--- src/rtl/dmem_lsu.sv ---
// dmem_lsu: load/store initiator for a word-wide single-cycle data memory.
// Byte and half stores are done as read-modify-write. Sub-word loads are
// extracted from the addressed lane, then sign- or zero-extended.
// Each request gets exactly one response. Illegal accesses are flagged
// with resp_err and never touch memory.
// Optional feature macro: DMEM_LSU_STATS_EN adds saturating 16-bit
// load/store/error counters.
module dmem_lsu #(
  parameter int MEM_WORDS = 64
) (
  input  logic        clk,
  input  logic        reset_n,
  input  logic        req_valid,
  output logic        req_ready,
  input  logic        req_we,
  input  logic [1:0]  req_size,
  input  logic        req_signed,
  input  logic [31:0] req_addr,
  input  logic [31:0] req_wdata,
  output logic        resp_valid,
  output logic [31:0] resp_rdata,
  output logic        resp_err,
  output logic        mem_we,
  output logic [31:0] mem_addr,
  output logic [31:0] mem_wd,
  input  logic [31:0] mem_rd
`ifdef DMEM_LSU_STATS_EN
  ,
  output logic [15:0] stat_loads,
  output logic [15:0] stat_stores,
  output logic [15:0] stat_errs
`endif
);

  typedef enum logic [1:0] {
    IDLE = 2'b00,
    RD   = 2'b01,
    WR   = 2'b10,
    RESP = 2'b11
  } state_t;

  state_t      state_r;
  state_t      state_s;

  logic        we_r;
  logic [1:0]  size_r;
  logic        sgn_r;
  logic [1:0]  lane_r;
  logic [31:0] wdata_r;
  logic        err_r;

  logic [31:0] mem_addr_r;
  logic [31:0] mem_wd_r;
  logic [31:0] resp_rdata_r;
  logic        resp_err_r;

  logic        accept_s;
  logic        req_err_s;

  // Alignment, size and range check on the incoming request.
  function automatic logic access_illegal(input logic [1:0] size,
                                          input logic [31:0] addr);
    logic bad;
    bad = 1'b0;
    case (size)
      2'b00:   bad = 1'b0;
      2'b01:   bad = addr[0];
      2'b10:   bad = (addr[1:0] != 2'b00);
      default: bad = 1'b1;
    endcase
    if ({2'b00, addr[31:2]} >= 32'(MEM_WORDS)) begin
      bad = 1'b1;
    end
    return bad;
  endfunction

  // Pick the addressed lane out of a memory word and extend it.
  function automatic logic [31:0] load_extract(input logic [31:0] word,
                                               input logic [1:0]  lane,
                                               input logic [1:0]  size,
                                               input logic        sgn);
    logic [7:0]  b;
    logic [15:0] h;
    logic [31:0] r;
    b = word[{lane, 3'b000} +: 8];
    h = lane[1] ? word[31:16] : word[15:0];
    case (size)
      2'b00:   r = {{24{sgn & b[7]}}, b};
      2'b01:   r = {{16{sgn & h[15]}}, h};
      2'b10:   r = word;
      default: r = 32'h0000_0000;
    endcase
    return r;
  endfunction

  // Overlay right-justified store data onto the addressed lane of a word.
  function automatic logic [31:0] store_merge(input logic [31:0] word,
                                              input logic [31:0] wd,
                                              input logic [1:0]  lane,
                                              input logic [1:0]  size);
    logic [31:0] r;
    r = word;
    case (size)
      2'b00: r[{lane, 3'b000} +: 8] = wd[7:0];
      2'b01: begin
        if (lane[1]) begin
          r[31:16] = wd[15:0];
        end else begin
          r[15:0] = wd[15:0];
        end
      end
      default: r = wd;
    endcase
    return r;
  endfunction

  assign accept_s   = req_valid & (state_r == IDLE);
  assign req_err_s  = access_illegal(req_size, req_addr);

  // State-decoded handshakes: a reset drops mem_we at once.
  assign req_ready  = (state_r == IDLE);
  assign resp_valid = (state_r == RESP);
  assign mem_we     = (state_r == WR);
  assign mem_addr   = mem_addr_r;
  assign mem_wd     = mem_wd_r;
  assign resp_rdata = resp_rdata_r;
  assign resp_err   = resp_err_r;

  // Next-state decode for the request sequencer.
  always_comb begin
    state_s = state_r;
    case (state_r)
      IDLE: begin
        if (accept_s) begin
          if (req_err_s) begin
            state_s = RESP;
          end else if (!req_we || (req_size != 2'b10)) begin
            state_s = RD;
          end else begin
            state_s = WR;
          end
        end else begin
          state_s = IDLE;
        end
      end
      RD: begin
        if (we_r) begin
          state_s = WR;
        end else begin
          state_s = RESP;
        end
      end
      WR:      state_s = RESP;
      RESP:    state_s = IDLE;
      default: state_s = IDLE;
    endcase
  end

  // Sequencer state register.
  always_ff @(posedge clk or negedge reset_n) begin
    if (!reset_n) begin
      state_r <= IDLE;
    end else begin
      state_r <= state_s;
    end
  end

  // Latch request fields on accept so later input changes are ignored.
  always_ff @(posedge clk or negedge reset_n) begin
    if (!reset_n) begin
      we_r    <= 1'b0;
      size_r  <= 2'b00;
      sgn_r   <= 1'b0;
      lane_r  <= 2'b00;
      wdata_r <= 32'h0000_0000;
      err_r   <= 1'b0;
    end else if (accept_s) begin
      we_r    <= req_we;
      size_r  <= req_size;
      sgn_r   <= req_signed;
      lane_r  <= req_addr[1:0];
      wdata_r <= req_wdata;
      err_r   <= req_err_s;
    end
  end

  // Memory address: set only by legal accesses, held while idle.
  always_ff @(posedge clk or negedge reset_n) begin
    if (!reset_n) begin
      mem_addr_r <= 32'h0000_0000;
    end else if (accept_s && !req_err_s) begin
      mem_addr_r <= {req_addr[31:2], 2'b00};
    end
  end

  // Write word: direct for word stores, read-modify-write merge otherwise.
  always_ff @(posedge clk or negedge reset_n) begin
    if (!reset_n) begin
      mem_wd_r <= 32'h0000_0000;
    end else if (accept_s && !req_err_s && req_we && (req_size == 2'b10)) begin
      mem_wd_r <= req_wdata;
    end else if ((state_r == RD) && we_r) begin
      mem_wd_r <= store_merge(mem_rd, wdata_r, lane_r, size_r);
    end
  end

  // Response data/error, updated on the edge that enters RESP.
  always_ff @(posedge clk or negedge reset_n) begin
    if (!reset_n) begin
      resp_rdata_r <= 32'h0000_0000;
      resp_err_r   <= 1'b0;
    end else if ((state_r == RD) && !we_r) begin
      resp_rdata_r <= load_extract(mem_rd, lane_r, size_r, sgn_r);
      resp_err_r   <= 1'b0;
    end else if (state_r == WR) begin
      resp_rdata_r <= 32'h0000_0000;
      resp_err_r   <= 1'b0;
    end else if (accept_s && req_err_s) begin
      resp_rdata_r <= 32'h0000_0000;
      resp_err_r   <= 1'b1;
    end
  end

`ifdef DMEM_LSU_STATS_EN
  // Saturating per-class counters, bumped once per response.
  always_ff @(posedge clk or negedge reset_n) begin
    if (!reset_n) begin
      stat_loads  <= 16'h0000;
      stat_stores <= 16'h0000;
      stat_errs   <= 16'h0000;
    end else if (state_r == RESP) begin
      if (err_r) begin
        if (stat_errs != 16'hFFFF) stat_errs <= stat_errs + 16'h0001;
      end else if (we_r) begin
        if (stat_stores != 16'hFFFF) stat_stores <= stat_stores + 16'h0001;
      end else begin
        if (stat_loads != 16'hFFFF) stat_loads <= stat_loads + 16'h0001;
      end
    end
  end
`endif

endmodule
--- config.mk ---
export PLATFORM = sky130hd
export DESIGN_NAME = dmem_lsu
export DESIGN_NICKNAME = d
export VERILOG_FILES = /design/src/rtl/dmem_lsu.sv
export SDC_FILE = /design/constraint.sdc
export NUM_CORES = 1
export LEC_CHECK = 0
export ABC_CLOCK_PERIOD_IN_PS = 3210
export CORE_MARGIN = 5
export CORE_UTILIZATION = 25
export DETAILED_ROUTE_END_ITERATION = 8
export GPL_ROUTABILITY_DRIVEN = 0
export SETUP_SLACK_MARGIN = 0.4
export SLEW_MARGIN = 20
export SYNTH_ARGS = -nofsm -noshare
export SYNTH_HDL_FRONTEND = slang
export SYNTH_SLANG_ARGS = --single-unit
--- constraint.sdc ---
create_clock -name clk -period 3.21 [get_ports clk]
set_input_delay 0.963 -clock clk [delete_from_list [all_inputs] [get_ports clk]]
set_output_delay 0.963 -clock clk [all_outputs]
set_load 0.02 [all_outputs]
* Yosys cells after proc, flatten, opt, wreduce, memory -nomap -nowiden *
Index checks and enable logic that the tools add are counted.

cells by class
  bitwise operators = 3
  $mul = 0
  add/sub/neg operators = 1
  divide/modulo/power cells = 0
  magnitude comparators = 1
  reductions and logical operators = 16
  eq/ne operators = 8
  shift-type cells = 3
  mux-type cells = 21

operators by type and width
  kind                    count
  $mux 32                 5
  $pmux 32 s3             1
  $pmux 32 s2             1
  $mux 16                 3
  $bwmux 32               1
  $shift 8x7->32 const A  1
  $shiftx 32x6->8         1
  $shiftx 8x7->32         1
  $ge 30x7->1 const B     1
  $eq 2x2->1 const B      4
  $pmux 2 s4              1
  $neg 5->7               1
  $eq 2x1->1 const B      3
  $logic_and 1x1->1       6
  $logic_not 2->1         3
  $mux 2                  3
  $mux 1                  5
  $reduce_bool 2->1       2
  $and 1x1->1             3
  $logic_not 1->1         3
  $pmux 1 s3              1
  $reduce_bool 3->1       1
  $ne 2x2->1 const B      1
  $logic_or 1x1->1        1

storage, ports and cells
  flip-flop bits (word level) = 135
  memories kept = 0
  bits in writable memories = 0
  memory bits (read-only) = 0
  logic and storage cells = 63
  latch bits = 0

* Longest topological paths before layout *
Gate-level depths: netlist (run 1).

  word-level depth = 8
  gate-level depth with buffers = 10

* Worst setup path after synthesis (run 1) *
Ideal clock, no wire load.

  path type = flip-flop to flip-flop
  start = register lane_r[1]
  end = register mem_wd_r[12], in the netlist mem_wd[12]
  arrival = 2.516 ns
  setup slack = 0.569 ns
  cell stages (with the launch flop) = 11
  library setup time = 0.125 ns
  period minus slack after synthesis = 2.641 ns
  path buffers = 4
  path through = dfrtp_1 -> buf_2 -> buf_2 -> buf_2 -> inv_1 -> ha_1 -> and4b_1 -> buf_2 -> a2111oi_0 -> o31ai_1 -> mux2_2

on the way
  word-level cells in the longest chain between the ends = 6
  elaborated cells on any way between the ends = 8
  classes of those cells = add/sub (1); shift (2); mux (5)

ends and longest elaborated chain
  item                                                      line  RTL
  from (decl)                                               48    logic [1:0] lane_r;
  from (signal assigned)                                    181   lane_r <= req_addr[1:0];
  $neg 5->7                                                 104   2'b00: r[{lane, 3'b000} +: 8] = wd[7:0];
  $shiftx 8x7->32 / $shift 8x7->32 (equally long branches)  104
  $bwmux 32                                                 104
  $pmux 32 s2 *                                             103   case (size)
  $mux 32 *                                                 202   end else if ((state_r == RD) && we_r) begin
  $mux 32 *                                                 200   end else if (accept_s && !req_err_s && req_we && (req_size == 2'b10)) begin
  to (signal assigned)                                      201   mem_wd_r <= req_wdata;
  to (signal assigned)                                      203   mem_wd_r <= store_merge(mem_rd, wdata_r, lane_r, size_r);
  to (decl)                                                 53    logic [31:0] mem_wd_r;

Every way passes the cells marked *; elsewhere a longest branch is shown, timed or not. The select of a mux whose other input is x is not followed.
A chain may end at the register's enable or synchronous reset.

* Worst setup path in the final report (run 1) *
  start = register state_r[0]
  end = output port mem_we

on the way
  word-level cells in the longest chain between the ends = 1

ends and longest elaborated chain
  item                    line  RTL
  from (decl)             42    state_t state_r;
  from (signal assigned)  164   state_r <= state_s;
  $eq 2x2->1              123   assign mem_we = (state_r == WR);
  to (decl)               23    output logic mem_we,

Every way passes these cells.

==> metrics list, run 1 <==
- Non-Filler Instances: 1279
* Number of register bits inferred by synthesis: 135
* Length of the first detailed-routing pass in iterations: 6
- Instance count of the mapped netlist: 685
* Total negative slack for setup checks: 0 ns
* Relative contribution of combinational cells to total power: 50.3%
- The share of total power dissipated in sequential elements is 30.6%.
- Worst slew slack as a fraction of its limit: 46.1%
- Design internal power: 0.00569 W
- By area, the combinational part of the netlist is dominated by compound AO/OA/AOI/OAI gates.
- After routing the design area is 10600 sq um.
- The synthesized netlist devotes 0% of its cell area to XOR and XNOR gates.
- The net count of the finished layout is 988.
- Starting density of the core: 25.3%
- Setup repair after global routing left no endpoint under its margin.
* Post-layout minimum cycle time: 2.71 ns
- Yosys mapped the design onto 55 distinct sky130hd cell types.
* Buffers added on ports: 200
* Wire length of the first global-routing pass: 41000 um
- Net switching power of the design: 0.00407 W
* Final worst path period share: 84.4%
- Synth Area in Compound Gates: 17.6%
- Post-layout power: 0.00976 W
* Worst-Skew Late Latency: 0.43 ns
* Final routed wire length divided by cell count: 21.3 um
- Leakage power: 4.35 nW
- On the final layout, the worst clock skew is 0.00985 ns.
- Post-synth top area share: 45.0%
- Die Y-Extent: 183 um
* Post CTS Setup Buffer Count: 0
- In this run the register-to-register setup slack is 0.67 ns.
- Fraction of layout instances using a drive strength above 1: 18.1%
* CTS tree: yes
- Clock Tree Root: sky130_fd_sc_hd__clkbuf_16
- Post-placement cell area: 10000 sq um
- Kind of end point of the critical path: primary output
* Diodes inserted: 0
- Number of buffers between clock root and the deepest sink: 2
* Maximum VDD drop: 474 uV
- Post-DP HPWL: 20300 um
- # rows: 63
- Synthesized-area fraction occupied by adder cells: 1.50%
* Share of synthesized area spent on multiplexers: 17.5%
* Final-layout fill cell count: 3028
* Number of global-route vias before repair: 6621
* Worst setup path start: state_r[0]$_DFF_PN0_
* Number of levels the H-tree was split into: 4
- Critical Path Source Type: register
- For this block, the initial DRC count from the detailed router was 531.
- STA puts the critical path data required time at 2.25 ns.
- In this run the mean area of a mapped cell was 11.0 sq um.
- Most frequent cell after synthesis: sky130_fd_sc_hd__dfrtp_1
- In this run the cell area of the synthesized design comes to 7510 sq um.
- Entering global routing, the biggest net connects 53 pins.
* Via count normalized by instance count: 5.11
- DRC Markers: 0
- Die ar.: 33600 sq um
- FF-to-FF path depth: 5
* Critical path arrival: 1.74 ns
- Power per cell area: 921 nW/um^2
* Top fanout value on the critical path: 3
- Wires add up to 27200 um.
- The critical path in this run is classified as register to primary output.
- Antenna Nets Post-Route: 0
- For the pin with the worst max-slew slack, the measured transition is 0.796 ns.
- The number of placed instances, taps included, is 1247.
- The run finished with clean final reports.
- P&R area growth vs syn: 41.1%
- Die Wd: 183 um
* Simple-gate share of the synthesized area: 13.9%
* Portion of total power attributed to the clock network: 19.2%
- After synthesis, flip-flops and latches occupy 45.0% of the total area.
- Area of the core: 29600 sq um
* Slew Limit Fails: 0
* Critical register-to-register path startpoint: lane_r[1]$_DFFE_PN0P_
- Remaining global-route overflow: 0
- Counting every sink on the clock net gives 135.
* Top flip-flop cell by instance count after synthesis: sky130_fd_sc_hd__dfrtp_1
* Most used standard cells in the synthesized netlist: sky130_fd_sc_hd__dfrtp_1 (135), sky130_fd_sc_hd__mux2_2 (54), sky130_fd_sc_hd__nand2_1 (50), sky130_fd_sc_hd__nor2b_1 (32), sky130_fd_sc_hd__clkbuf_1 (30)
- Antenna violations before repair: 2
- Tightest hold margin: 0.486 ns
* Hold violation count in the final report: 0
- 203 I/O pins were placed.
- Post-synth EDFFs: 0
- TritonCTS created 17 clock buffers.
* FF-to-FF End: resp_rdata[12]$_DFFE_PN0P_
* Cell types occupying the most area after synthesis: sky130_fd_sc_hd__dfrtp_1 (45%), sky130_fd_sc_hd__mux2_2 (8.1%), sky130_fd_sc_hd__a221oi_1 (3.3%)
- The worst hold path belongs to the class input port to async pin.
* Net switching share of the total power: 41.7%
- Synth async-reset ratio: 100%
* Highest attainable clock frequency: 369 MHz
* Vias: 6534
- Aggregate global-route resource usage: 15.9%
- After clock tree synthesis, the clock-pin slew on the worst setup and hold paths is 0.07 ns.
- The tool flagged a number of max-cap violations equal to 0.
- Following the worst setup path forward leads to its endpoint at mem_we.
* Endpoints failing setup: 0
- Yosys warns: 0
* Cell type contributing the most total cell area after synthesis: sky130_fd_sc_hd__dfrtp_1
## flip-flops by register name, summed over array words and instances (netlist names)
signal and cells:
mem_wd 32, resp_rdata 32, wdata_r 32, mem_addr 30, lane_r 2, size_r 2
state_r 2, resp_err 1, sgn_r 1, we_r 1
## worst min path at each step
stage | end | depth (start not counted)
2_1_floorplan | wdata_r[24]$_DFFE_PN0P_ | 1
3_3_place_gp | mem_addr[7]$_DFFE_PN0P_ | 1
3_5_place_dp | mem_addr[3]$_DFFE_PN0P_ | 1
4_1_cts | mem_addr[3]$_DFFE_PN0P_ | 1
5_1_grt | resp_err$_DFFE_PN0P_ | 1
6_report | resp_err$_DFFE_PN0P_ | 1
## worst max-delay path, cell delays in order (launching register included)
cell                              delay, ns
sky130_fd_sc_hd__dfrtp_1               0.40
sky130_fd_sc_hd__inv_1                 0.09
sky130_fd_sc_hd__ha_1                  0.21
sky130_fd_sc_hd__clkdlybuf4s50_1       0.62
## stage by stage
step / setup WS (ns) / utilization, %
2_1_floorplan: 0.569 / -
3_3_place_gp: 0.245 / 33.8
3_5_place_dp: 0.221 / 33.8
4_1_cts: 0.467 / 35.7
5_1_grt: 0.453 / 35.7
6_report: 0.502 / 35.7
## routing by layer
| layer | GRT usage (%) | vias up | wire [um] |
|---|---|---|---|
| met3 | 5.39 | 40 | 2470 |
| met5 | 0 | - | 14 |
| met4 | 4.35 | 4 | 473 |
| met1 | 21.2 | 3194 | 11500 |
| met2 | 24.9 | 299 | 12700 |
| li1 | - | 2997 | - |
## cells in the final DEF, fill, tap and decap left out, types with 4 or more instances in the layout
cell type,synthesis,final
sky130_fd_sc_hd__mux2_1,6,6
sky130_fd_sc_hd__a221oi_1,28,28
sky130_fd_sc_hd__o21ai_1,8,8
sky130_fd_sc_hd__o31ai_1,6,6
sky130_fd_sc_hd__nand4_1,11,11
sky130_fd_sc_hd__a31oi_1,4,4
sky130_fd_sc_hd__nor4_2,6,6
sky130_fd_sc_hd__dfrtp_1,135,134
sky130_fd_sc_hd__clkbuf_16,0,17
sky130_fd_sc_hd__o22ai_1,27,27
sky130_fd_sc_hd__nor4_1,4,4
sky130_fd_sc_hd__o21ai_0,18,18
sky130_fd_sc_hd__nor3_1,5,5
sky130_fd_sc_hd__clkdlybuf4s50_1,0,198
sky130_fd_sc_hd__mux4_2,7,7
sky130_fd_sc_hd__and3_1,10,10
sky130_fd_sc_hd__nand2_1,50,49
sky130_fd_sc_hd__mux2_4,16,16
sky130_fd_sc_hd__buf_12,0,4
sky130_fd_sc_hd__a22oi_1,24,24
sky130_fd_sc_hd__and4_1,17,17
sky130_fd_sc_hd__mux2i_1,24,24
sky130_fd_sc_hd__buf_4,4,29
sky130_fd_sc_hd__a41oi_1,6,6
sky130_fd_sc_hd__inv_1,9,9
sky130_fd_sc_hd__a21oi_1,21,20
sky130_fd_sc_hd__nor2_1,13,12
sky130_fd_sc_hd__mux2_2,54,54
sky130_fd_sc_hd__o211ai_1,13,13
sky130_fd_sc_hd__a32oi_1,4,4
sky130_fd_sc_hd__nor2b_1,32,32
sky130_fd_sc_hd__a21o_1,16,16
sky130_fd_sc_hd__ha_1,9,9
sky130_fd_sc_hd__nand3_1,11,11
sky130_fd_sc_hd__inv_6,0,6
## cell families after synthesis
family,after synthesis
flip-flops,135
multiplexers,107
buffers and inverters,71
adder cells (fa/ha/maj),9
AO/OA/AOI/OAI,187
other,1
AND/OR/NAND/NOR,175
## layout make-up
type                            count  area, sq um  area share, %
Clock buffer                       19          453           4.28
Clock inverter                     13          110           1.04
Inverter                            9         33.8          0.319
Multi-Input combinational cell    480         3830           36.2
Sequential cell                   135         3380           31.9
Tap cell                          390          488           4.61
Timing Repair Buffer              233         2300           21.7
## timing repair
item / in CTS / in global routing
endpoints found under the setup margin: 1 / 0
resized for setup: 1 / 0
endpoints found under the hold margin: 0 / 0
hold buffers: 0 / 0
## power by group through the flow
stage / clock [W] / sequential, W / combinational, W
2_1_floorplan: 0 / 0.00315 / 0.00275
3_3_place_gp: 0 / 0.00299 / 0.00486
3_5_place_dp: 0 / 0.00300 / 0.00488
4_1_cts: 0.00192 / 0.00298 / 0.00490
5_1_grt: 0.00199 / 0.00306 / 0.00529
6_report: 0.00187 / 0.00298 / 0.00491
No activity file was read; power rests on OpenSTA's default activity.
==> inputs of run 2 (changes only) <==
Settings changed: ABC_CLOCK_PERIOD_IN_PS 3210 to 2220.
Clock period 3.21 ns to 2.22 ns, I/O delays scaled along.
==> run 2 against run 1 <==
  * Sequential power up 49%
  * Count of clock-buffer cells in the layout down 2
  * Worst setup slack worse by 0.25 ns
  * Non-clock buffer count is 98 higher
  * Critical endpoint is now resp_rdata[14]$_DFFE_PN0P_
  * Clock skew grew 0.0024 ns
  * Sequential cell count did not move
  * Die area stayed put
  * Routed wire length up 14%
  * Global-route usage grew 1.9 points
  * Sequential share of layout area is 4.3 points lower
  * Largest cell class unchanged
  * Highest routed layer is now met4
  * Cell count rose by 7.7%
  * Hold slack got worse by 0.32 ns
==> metrics list, run 2 (synthesis results as in run 1) <==
- Clock tree synthesis found a total of 135 sinks.
- P&R area growth vs syn: 63.6%
- Starting density of the core: 25.3%
- Of the total power, registers draw 27.4%.
* Die Y-Extent: 183 um
- The number of max-slew violations in the final report was 0.
- Once detail routing completed, the nets flagged for antenna violations numbered 0.
* DRC Markers: 0
* Worst slew slack as a fraction of its limit: 60.9%
- Detailed routing inserted a total of 7082 vias.
* Wire length of the first global-routing pass: 45800 um
- Timing analysis after detailed placement gives a worst setup slack of -0.295 ns.
- In this run, CTS created clock tree buffers numbering 17.
* Net switching share of the total power: 42.5%
- Wire length after detailed routing: 31000 um
- Critical path arrival: 2.26 ns
- Slowest-stage cell, CP: sky130_fd_sc_hd__mux4_2
- Post-placement cell area: 10900 sq um
* Result of the run: finished clean
- The library cell used most frequently in the layout, excluding fill and tap cells, is sky130_fd_sc_hd__dfrtp_1.
* Length of the first detailed-routing pass in iterations: 5
- Of the total power, combinational logic draws 54.7%.
- Aggregate global-route resource usage: 17.8%
- Die ar.: 33600 sq um
- Leading cell types in the layout, fill and taps excluded: sky130_fd_sc_hd__dfrtp_1 (132), sky130_fd_sc_hd__buf_4 (87), sky130_fd_sc_hd__clkdlybuf4s50_1 (66), sky130_fd_sc_hd__mux2_2 (52), sky130_fd_sc_hd__clkdlybuf4s15_1 (51)
- Top fanout value on the critical path: 8
- Area of the core: 29600 sq um
* Hold violation count in the final report: 0
* Unrepaired setup endpoints after global routing: true
- Based on the critical path, the design can be clocked at up to 508 MHz.
* Number of levels the H-tree was split into: 4
- Number of nets in the layout: 1087
- The clock arrives with 0.0123 ns of skew.
* Die Wd: 183 um
- The critical path contains buffers and inverters numbering 2 combined.
- In the finished design, the share of the clock period the worst path needs comes to 88.6%.
- Via count normalized by instance count: 5.14
- Total negative slack for setup checks: 0 ns
- Net switching power of the design: 0.00689 W
- Setup slack on the critical path of the routed design comes to 0.253 ns.
- The clock network accounts for 17.9% of the total power.
* Clock Tree Root: sky130_fd_sc_hd__clkbuf_16
- The number of global-route vias before repair came to 7362.
- Pin placement for this block handled 203 I/O pins.
* Cells along the critical path: buf_6, buf_12, mux4_2, and3_4, a221oi_4, o22ai_1
- For the worst setup path, the data required time is 2.52 ns.
* Worst hold-check path type: input port to async pin
- Crit path max-delay family: multiplexers
* Fraction of layout instances using a drive strength above 1: 43.4%
- Antenna violations before repair: 0
- Remaining global-route overflow: 0
- Clock-pin slew was measured on the worst setup and hold paths at 0.07 ns.
- Power per cell area: 1320 nW/um^2
- The internal power of the cells totals 0.00934 W.
- Number of buffers between clock root and the deepest sink: 2
- Maximum number of pins on one net before global-route repair: 53
* Diodes inserted: 0
- Setup violations remaining at the end of the flow were counted as 0.
- TritonCTS built the clock tree.
- DRC violation total after the first TritonRoute iteration: 637
* Kind of end point of the critical path: register
- Tightest hold margin: 0.162 ns
- Transition time at the pin with the least slew margin: 0.584 ns
- Buffers added on ports: 200
- Critical Path Source Type: register
- Counting I/O delays and the setup requirement, the final critical path takes 1.97 ns.
* Count of max-cap constraint violations: 0
* Leakage power: 5.25 nW
- Final routed wire length divided by cell count: 22.5 um
- Layout Utilization: 41.4%
* Delay contributed by the slowest stage of the critical path: 0.56 ns
- Summed over all nets, the half-perimeter wirelength after detailed placement is 21700 um.
* Cell area after layout: 12300 sq um
* # rows: 63
- Maximum VDD drop: 794 uV
- The critical path is of the register to register type.
- The later pin in the worst-skew pair is clocked with a latency of 0.43 ns.
## run 2: cell count changes in the layout (fill, tap and decap cells not counted), sizes merged
cell           change
bufbuf             +1
buf              +118
dlygate4sd2       +15
clkinv             -2
o21a               +1
clkinvlp           +2
clkdlybuf4s15     +64
bufinv             +2
clkbuf            +29
dlymetal6s2s       +1
clkdlybuf4s50    -132
## run 2: final cells by class
type | count | area [sq um]
clock buffer | 17 | 425
sequential | 135 | 3380
multi-input combinational | 481 | 4590
inverter | 9 | 38.8
timing repair buffer | 331 | 3190
tap | 390 | 488
fill | 2866 | 17400
clock inverter | 15 | 169
## run 2: timing repair
action / CTS / global route
hold buffers: 0 / 0
pin swaps: 39 / 40
cloned: 9 / 1
setup buffers: 33 / 7
setup endpoints to repair: 190 / 150
gates resized for setup: 336 / 119
## run 2: power groups by stage
stage	combinational (W)	clock, W	sequential [W]
finish	0.00887	0.00290	0.00445
global route	0.00944	0.00307	0.00454
CTS	0.00851	0.00295	0.00440
detailed placement	0.00791	0	0.00442
global placement	0.00777	0	0.00439
floorplan	0.00455	0	0.00460
## run 2: worst register-to-register path, stage by stage (launching register included)
cell                       delay, ns
sky130_fd_sc_hd__dfrtp_2        0.44
sky130_fd_sc_hd__buf_6          0.14
sky130_fd_sc_hd__buf_12         0.10
sky130_fd_sc_hd__mux4_2         0.56
sky130_fd_sc_hd__and3_4         0.24
sky130_fd_sc_hd__a221oi_4       0.23
sky130_fd_sc_hd__o22ai_1        0.11
## run 2: final timing paths
path	endpoint	cells after the start	slack (ns)	from
max	resp_rdata[14]$_DFFE_PN0P_	6	0.25	lane_r[1]$_DFFE_PN0P_
min	resp_rdata[22]$_DFFE_PN0P_	1	0.16	reset_n
min reg2reg	resp_err$_DFFE_PN0P_	1	0.48	resp_err$_DFFE_PN0P_
max reg2reg	resp_rdata[14]$_DFFE_PN0P_	6	0.25	lane_r[1]$_DFFE_PN0P_
min in group clk	resp_err$_DFFE_PN0P_	1	0.48	resp_err$_DFFE_PN0P_
max in group asynchronous	mem_addr[2]$_DFFE_PN0P_	2	1.43	reset_n
## run 2: per-stage QoR
stage / power, W / instances
floorplan: 0.00915 / 686
global route: 0.0170 / 1378
CTS: 0.0159 / 1370
finish: 0.0162 / 1378
global placement: 0.0122 / 1296
detailed placement: 0.0123 / 1296
## run 2: routing by layer
| metal | vias to the layer above | part of all wire (%) | track usage [%] |
|---|---|---|---|
| li1 | 3224 | - | - |
| met1 | 3524 | 43 | 24.6 |
| met2 | 298 | 46 | 27.5 |
| met3 | 36 | 9.0 | 5.30 |
| met4 | 0 | 1.7 | 4.56 |
| met5 | - | 0 | 0 |
==> inputs of run 3 (changes only) <==
Settings changed: PLACE_DENSITY set to 0.47.
==> run 3 against run 2 <==
  * Largest cell class unchanged
  * Critical path depth is 3 lower
  * Sequential cell count stayed put
  * Register-to-register slack hardly changed
  * Combinational power is 2% lower
  * First-iteration DRC count is 26% lower
  * Cell count is 1.0% lower
  * Global-route usage is 0.22 points lower
  * Clock skew is 0.0038 ns higher
  * Routed wire length is 3.1% lower
==> metrics list, run 3 (synthesis results as in run 1) <==
- Buffers added on ports: 200
* Slowest-stage cell, CP: sky130_fd_sc_hd__dfrtp_1
* Transition time at the pin with the least slew margin: 0.642 ns
- The core region is 29600 sq um.
- In the finished design, the share of the clock period the worst path needs comes to 89.3%.
- The post-route netlist has 42.7% of its cells at a drive strength greater than 1.
- The die covers 33600 sq um.
- Critical Path Source Type: register
- The smallest clock period supported by the final layout is computed as 1.98 ns.
* Final-layout fill cell count: 2936
- Antenna violations before repair: 1
* Seq pwr share: 27.8%
- Number of primary I/O pins: 203
- The wire-length estimate of the detail-placed layout is 22300 um.
- After clock tree synthesis, the flow added hold-fix buffers numbering 0.
- Dividing the detail-routed via count by the number of cells gives 5.03.
- Clock tree synthesis found a total of 135 sinks.
* Die Wd: 183 um
* Post-layout power: 0.0160 W
- Combinational logic is responsible for 54.2% of the overall power.
- The number of hold violations in the final report was 0.
* Kind of end point of the critical path: primary output
- Placed cell count: 1302
* Starting density of the core: 25.3%
- After clock tree synthesis, the clock-pin slew on the worst setup and hold paths is 0.07 ns.
- Global routing finished with a remaining overflow of 0.
- Delay contributed by the slowest stage of the critical path: 0.41 ns
- Setup violations remaining at the end of the flow were counted as 0.
- Final hold analysis gives a worst-case slack of 0.111 ns.
- Net switching share of the total power: 42.8%
- Power per cell area: 1330 nW/um^2
- After detailed routing, the average wire length per cell comes to 22.0 um.
* DRC Markers: 0
* Maximum number of pins on one net before global-route repair: 50
* Total negative slack for setup checks: 0 ns
- At the worst endpoint, the arrival time is 1.32 ns.
- Internal power comes to 0.00917 W.
* Top fanout value on the critical path: 3
- The finished layout holds 1364 standard cells, fillers aside.
- Leading cell types in the layout, fill and taps excluded: sky130_fd_sc_hd__dfrtp_1 (132), sky130_fd_sc_hd__buf_4 (86), sky130_fd_sc_hd__clkdlybuf4s50_1 (69), sky130_fd_sc_hd__mux2_2 (52), sky130_fd_sc_hd__clkdlybuf4s15_1 (49)
- Most common cell after layout, fill and taps aside: sky130_fd_sc_hd__dfrtp_1
- Worst-Skew Late Latency: 0.43 ns
- Net switching power of the design: 0.00686 W
- Based on the critical path, the design can be clocked at up to 504 MHz.
* Unrepaired setup endpoints after global routing: true
- Layout Utilization: 40.7%
- The worst setup path is of the register to primary output kind.
* Portion of total power attributed to the clock network: 18.0%
- The first detailed-routing pass ran for 5 iterations.
- Cells along the critical path: inv_2, ha_4, clkbuf_4
- In this run the deepest clock path goes through 2 buffers.
- Worst slew slack as a fraction of its limit: 57.0%
- The floorplan has 63 rows.
- TritonCTS built the clock tree.
* Result of the run: finished clean
- The final layout contains routed wiring with a total length of 30000 um.
- After the first detailed-routing iteration, the DRC count stood at 474.
* Die Y-Extent: 183 um
- Wire length of the first global-routing pass: 45200 um
- Number of buffers added by the clock tree synthesis step: 17
- Aggregate global-route resource usage: 17.6%
- Worst-case clock skew: 0.0161 ns
- The net count of the finished layout is 1072.
* Vias: 6862
- For the worst setup path, the data required time is 1.55 ns.
- From synthesis to final layout, the design area changed by 60.8%.
* Antenna Nets Post-Route: 0
- Clock Tree Root: sky130_fd_sc_hd__clkbuf_16
* Slew Limit Fails: 0
- Leakage power: 5.10 nW
- IR analysis of the VDD net gives a maximum drop of 681 uV.
* Worst hold-check path type: input port to async pin
* Number of levels the H-tree was split into: 4
* Count of max-cap constraint violations: 0
* Number of global-route vias before repair: 7127
[run 3: power groups by stage]
stage	combinational (W)	clock (W)	sequential, W
global route	0.00928	0.00306	0.00456
global placement	0.00800	0	0.00445
floorplan	0.00455	0	0.00460
detailed placement	0.00807	0	0.00446
finish	0.00868	0.00288	0.00446
CTS	0.00831	0.00295	0.00445
[run 3: path summary, 6_finish.rpt]
kind                                               start                    endpoint  slack, ns  depth (start not counted)
worst max-delay path                state_r[0]$_DFF_PN0_                      mem_we       0.24                          3
worst min-delay path                             reset_n  resp_rdata[21]$_DFFE_PN0P_       0.11                          1
max in group asynchronous                        reset_n      wdata_r[9]$_DFFE_PN0P_       1.48                          2
worst max register to register     lane_r[0]$_DFFE_PN0P_      mem_wd[12]$_DFFE_PN0P_       0.26                          7
min in group clk                mem_addr[29]$_DFFE_PN0P_    mem_addr[29]$_DFFE_PN0P_       0.49                          1
worst min register to register  mem_addr[29]$_DFFE_PN0P_    mem_addr[29]$_DFFE_PN0P_       0.49                          1
[run 3: final cells by class]
class                   count  area [sq um]  area share, %
well taps                 390           488           4.04
diodes                      1          2.50         0.0207
flip-flops and latches    135          3380           28.0
multi-input cells         481          4580           38.0
repair buffers            316          2980           24.7
inverters                   9          48.8          0.404
clock buffers              17           425           3.52
clock inverters            15           160           1.33
[run 3: worst max-delay path, delay by kind of cell, from the launching register on]
| family | cells | cell delay [ns] |
|---|---|---|
| adders and majority gates | 1 | 0.18 |
| buffers and inverters | 2 | 0.30 |
| DFF | 1 | 0.41 |
[run 3: metal layers]
metal	share of wire, %	vias to the layer above	GRT usage [%]
met5	0	-	0
met4	0.74	0	3.22
met3	5.3	12	3.97
met2	46	209	27.3
met1	48	3456	25.5
li1	-	3185	-
[run 3: per-stage QoR]
step	worst slack, ns	area (sq um)
floorplan	0.105	7960
CTS	0.150	11900
finish	0.237	12100
detailed placement	-0.300	11000
global route	0.178	12100
global placement	-0.271	10900
[run 3: timing repair]
item / CTS / global route
gates resized for setup: 321 / 114
setup buffers: 20 / 7
endpoints found under the setup margin: 187 / 134
pin swaps: 19 / 27
cloned: 2 / 0
==> patch: new RTL, flow settings as in run 1 <==
Encoding of `state_t`: now one-hot (4 bits for 4 states).
--- a/src/rtl/dmem_lsu.sv
+++ b/src/rtl/dmem_lsu.sv
@@ -32,11 +32,11 @@
 `endif
 );
 
-  typedef enum logic [1:0] {
-    IDLE = 2'b00,
-    RD   = 2'b01,
-    WR   = 2'b10,
-    RESP = 2'b11
+  typedef enum logic [3:0] {
+    IDLE = 4'b0001,
+    RD   = 4'b0010,
+    WR   = 4'b0100,
+    RESP = 4'b1000
   } state_t;
 
   state_t      state_r;
Formal check against the unedited RTL: no difference found for any inputs over 4 cycles, from zero or initial values and one cycle with reset_n low; so few cycles prove little.
==> patch against run 1 <==
- global-route usage is 0.58 points higher
- wire length is 4.9% lower
- hold slack worse by 0.013 ns
- first-iteration DRC count is 29% higher
- core utilization is 0.88 points higher
- sequential cell count is 2 higher
- area after synthesis is 8.5% lower
- worst setup slack worse by 0.0021 ns
- register-to-register slack worse by 0.06 ns
- final area is 6.6% lower
- critical path type is now in2reg
- critical endpoint is now mem_wd[23]
- highest routed layer is now met4
Power is not compared: it rests on default switching activity, and its combinational part moved more than twofold at a synthesized area within 25%.
==> patch: results (changes against run 1) <==
----------------------------------------------------
[Status]
  Run status ... finished clean

[Timing]
  Clock Skews ... 0.009730 ns (-0.0001185 ns)
  Headroom to the max-slew limit ... 33.47% (-13 points)

[Drt]
  Via count normalized by instance count ... 5.124 (+0.29%)
  Pre-Repair DR Iteration Count ... 6 (unchanged)
  Number of DRC violations after detailed-routing iteration 0 ... 686 (+29%)
  Detailed-route wire length ... 25880 microns (-4.9%)

[Final layout]
  Final #Nets ... 977 (-1.1%)
  Share of final-layout standard cells stronger than drive strength 1 ... 10.80% (-7.3 points)
  Diodes inserted ... 0 (unchanged)

[Logic synthesis]
  Number of synthesis warnings ... 0 (unchanged)
  Largest cells by area after synthesis ... dfrtp_1 50%, nand2_1 8.3%, a221o_1 4.5%, mux2_2 3.6%, nor2b_1 2.8%
  Leading post-synthesis cells by instance count ... 152 x nand2_1, 136 x dfrtp_1, 33 x a21oi_1
  Distinct cell type count after synthesis ... 54 (-1.8%)
  FFs w/ async S/R, synth ... 100.0% (unchanged)
  Proportion of synthesized chip area in sequential cells ... 49.94% (+4.9 points)

[Placement]
  Area after detailed placement ... 9324 sq um (-6.9%)
  Number of port buffers ... 200 (unchanged)
  DPL Wire Length ... 19550 microns (-3.5%)

[Worst setup path]
  Crit-path slowest cell ... clkdlybuf4s50_1
  Logic depth of the worst register-to-register path ... 5 (unchanged)
  Highest fanout seen on the critical path ... 17 (+14)
  Critical path arrival ... 3.01 ns (+1.27 ns)
  Delay of the slowest critical-path stage ... 0.44 ns (-0.18 ns)

[Global routing]
  Number of antenna violations at the first check in global routing ... 0 (-2)
  Via count of the first global-routing pass ... 6175 (-6.7%)
  First-pass GRT wire length ... 39100 microns (-4.7%)
  Pin count of the biggest net entering global routing ... 51 (-3.8%)
  GRT Util Overall ... 16.53% (+0.58 points)

[CTS]
  Worst-path clk slew ... 0.06 ns
  Total CTS buffers ... 17 (unchanged)
  Number of levels in the clock H-tree ... 4 (unchanged)
  CTS Root Buffer Type ... clkbuf_16
  Clock latency of the later-clocked register in the worst-skew pair ... 0.42 ns
  Hold bufs inserted after CTS ... 0 (unchanged)
  Worst-case clock buffer depth ... 2 (unchanged)

[Pwr]
  IR drop worst, VDD ... 0.0002868 V
  Leakage power ... 0.004302 uW
  Internal cell power ... 3447 uW

[Min path]
  Tightest Hold Check Type ... in2async

----------------------------------------------------
==> patch: cell count changes after synthesis, moves of 12 or more <==
cell / before / now
mux2i_1: 24 / 8
o2bb2ai_1: 0 / 16
a221o_1: 0 / 31
and4_1: 17 / 2
mux2_2: 54 / 22
a221oi_1: 28 / 8
o211ai_1: 13 / 1
nand2_1: 50 / 152
mux2_4: 16 / 0
o22ai_1: 27 / 4
a21oi_1: 21 / 33
==> patch: cells by family after synthesis <==
family | synth area share (%)
AO/OA/AOI/OAI | 21.81
XOR/XNOR | 0.1276
adder cells (fa/ha/maj) | 0.9109
buffers and inverters | 4.245
flip-flops | 49.94
multiplexers | 7.069
other | 0.05460
AND/OR/NAND/NOR | 15.85
==> patch: power groups by stage <==
stage	clock (uW)	combinational, uW	sequential (uW)
2_1_floorplan	0	639	1930
3_3_place_gp	0	974	2010
3_5_place_dp	0	981	2010
4_1_cts	1950	985	1990
5_1_grt	2030	1090	2010
6_report	1910	996	1990
==> patch: final timing paths <==
check / to / startpoint / slack [ns]
max: mem_wd[23] / req_addr[12] / 0.50
min: mem_addr[17] / reset_n / 0.47
max reg2reg: mem_wd[31] / size_r[1] / 0.61
min reg2reg: resp_rdata[16] / resp_rdata[16] / 0.47
max in group asynchronous: state_r[0] / reset_n / 1.98
min in group clk: resp_rdata[16] / resp_rdata[16] / 0.47
==> patch: area by class of cell <==
type	count	area, sq um
timing repair buffer	230	2287
fill	2711	17130
sequential	137	3430
tap	341	426.7
multi-input combinational	477	3169
clock inverter	7	95.09
clock buffer	23	467.9
inverter	6	22.52
==> patch: critical path, delay by kind of cell <==
kind                   cells  cell delay [ns]
AOI/OAI and AO/OA          2             0.48
buffers and inverters      2             0.62
and+or+nand+nor            3             0.93
==> patch: per-stage QoR <==
stage / cells / setup slack, ns
after global routing: 1221 / 0.3913
after CTS: 1220 / 0.4879
after floorplan: 679 / 0.7431
after detailed placement: 1190 / 0.04456
after global placement: 1190 / 0.06791
final: 1221 / 0.4999
==> patch: per-layer routing <==
layer / up-vias / wire (microns) / GRT usage (%)
met4: 0 / 367 / 4.159
met2: 251 / 12080 / 25.63
met1: 3094 / 11590 / 23.20
met3: 26 / 1844 / 4.111
li1: 2885 / - / -
met5: - / 0 / 0
==> patch: what timing repair did <==
action / CTS / global route
setup endpoints to repair: 3 / 20
buffers inserted: 0 / 1
gates resized for setup: 3 / 1
pin swaps: 0 / 1
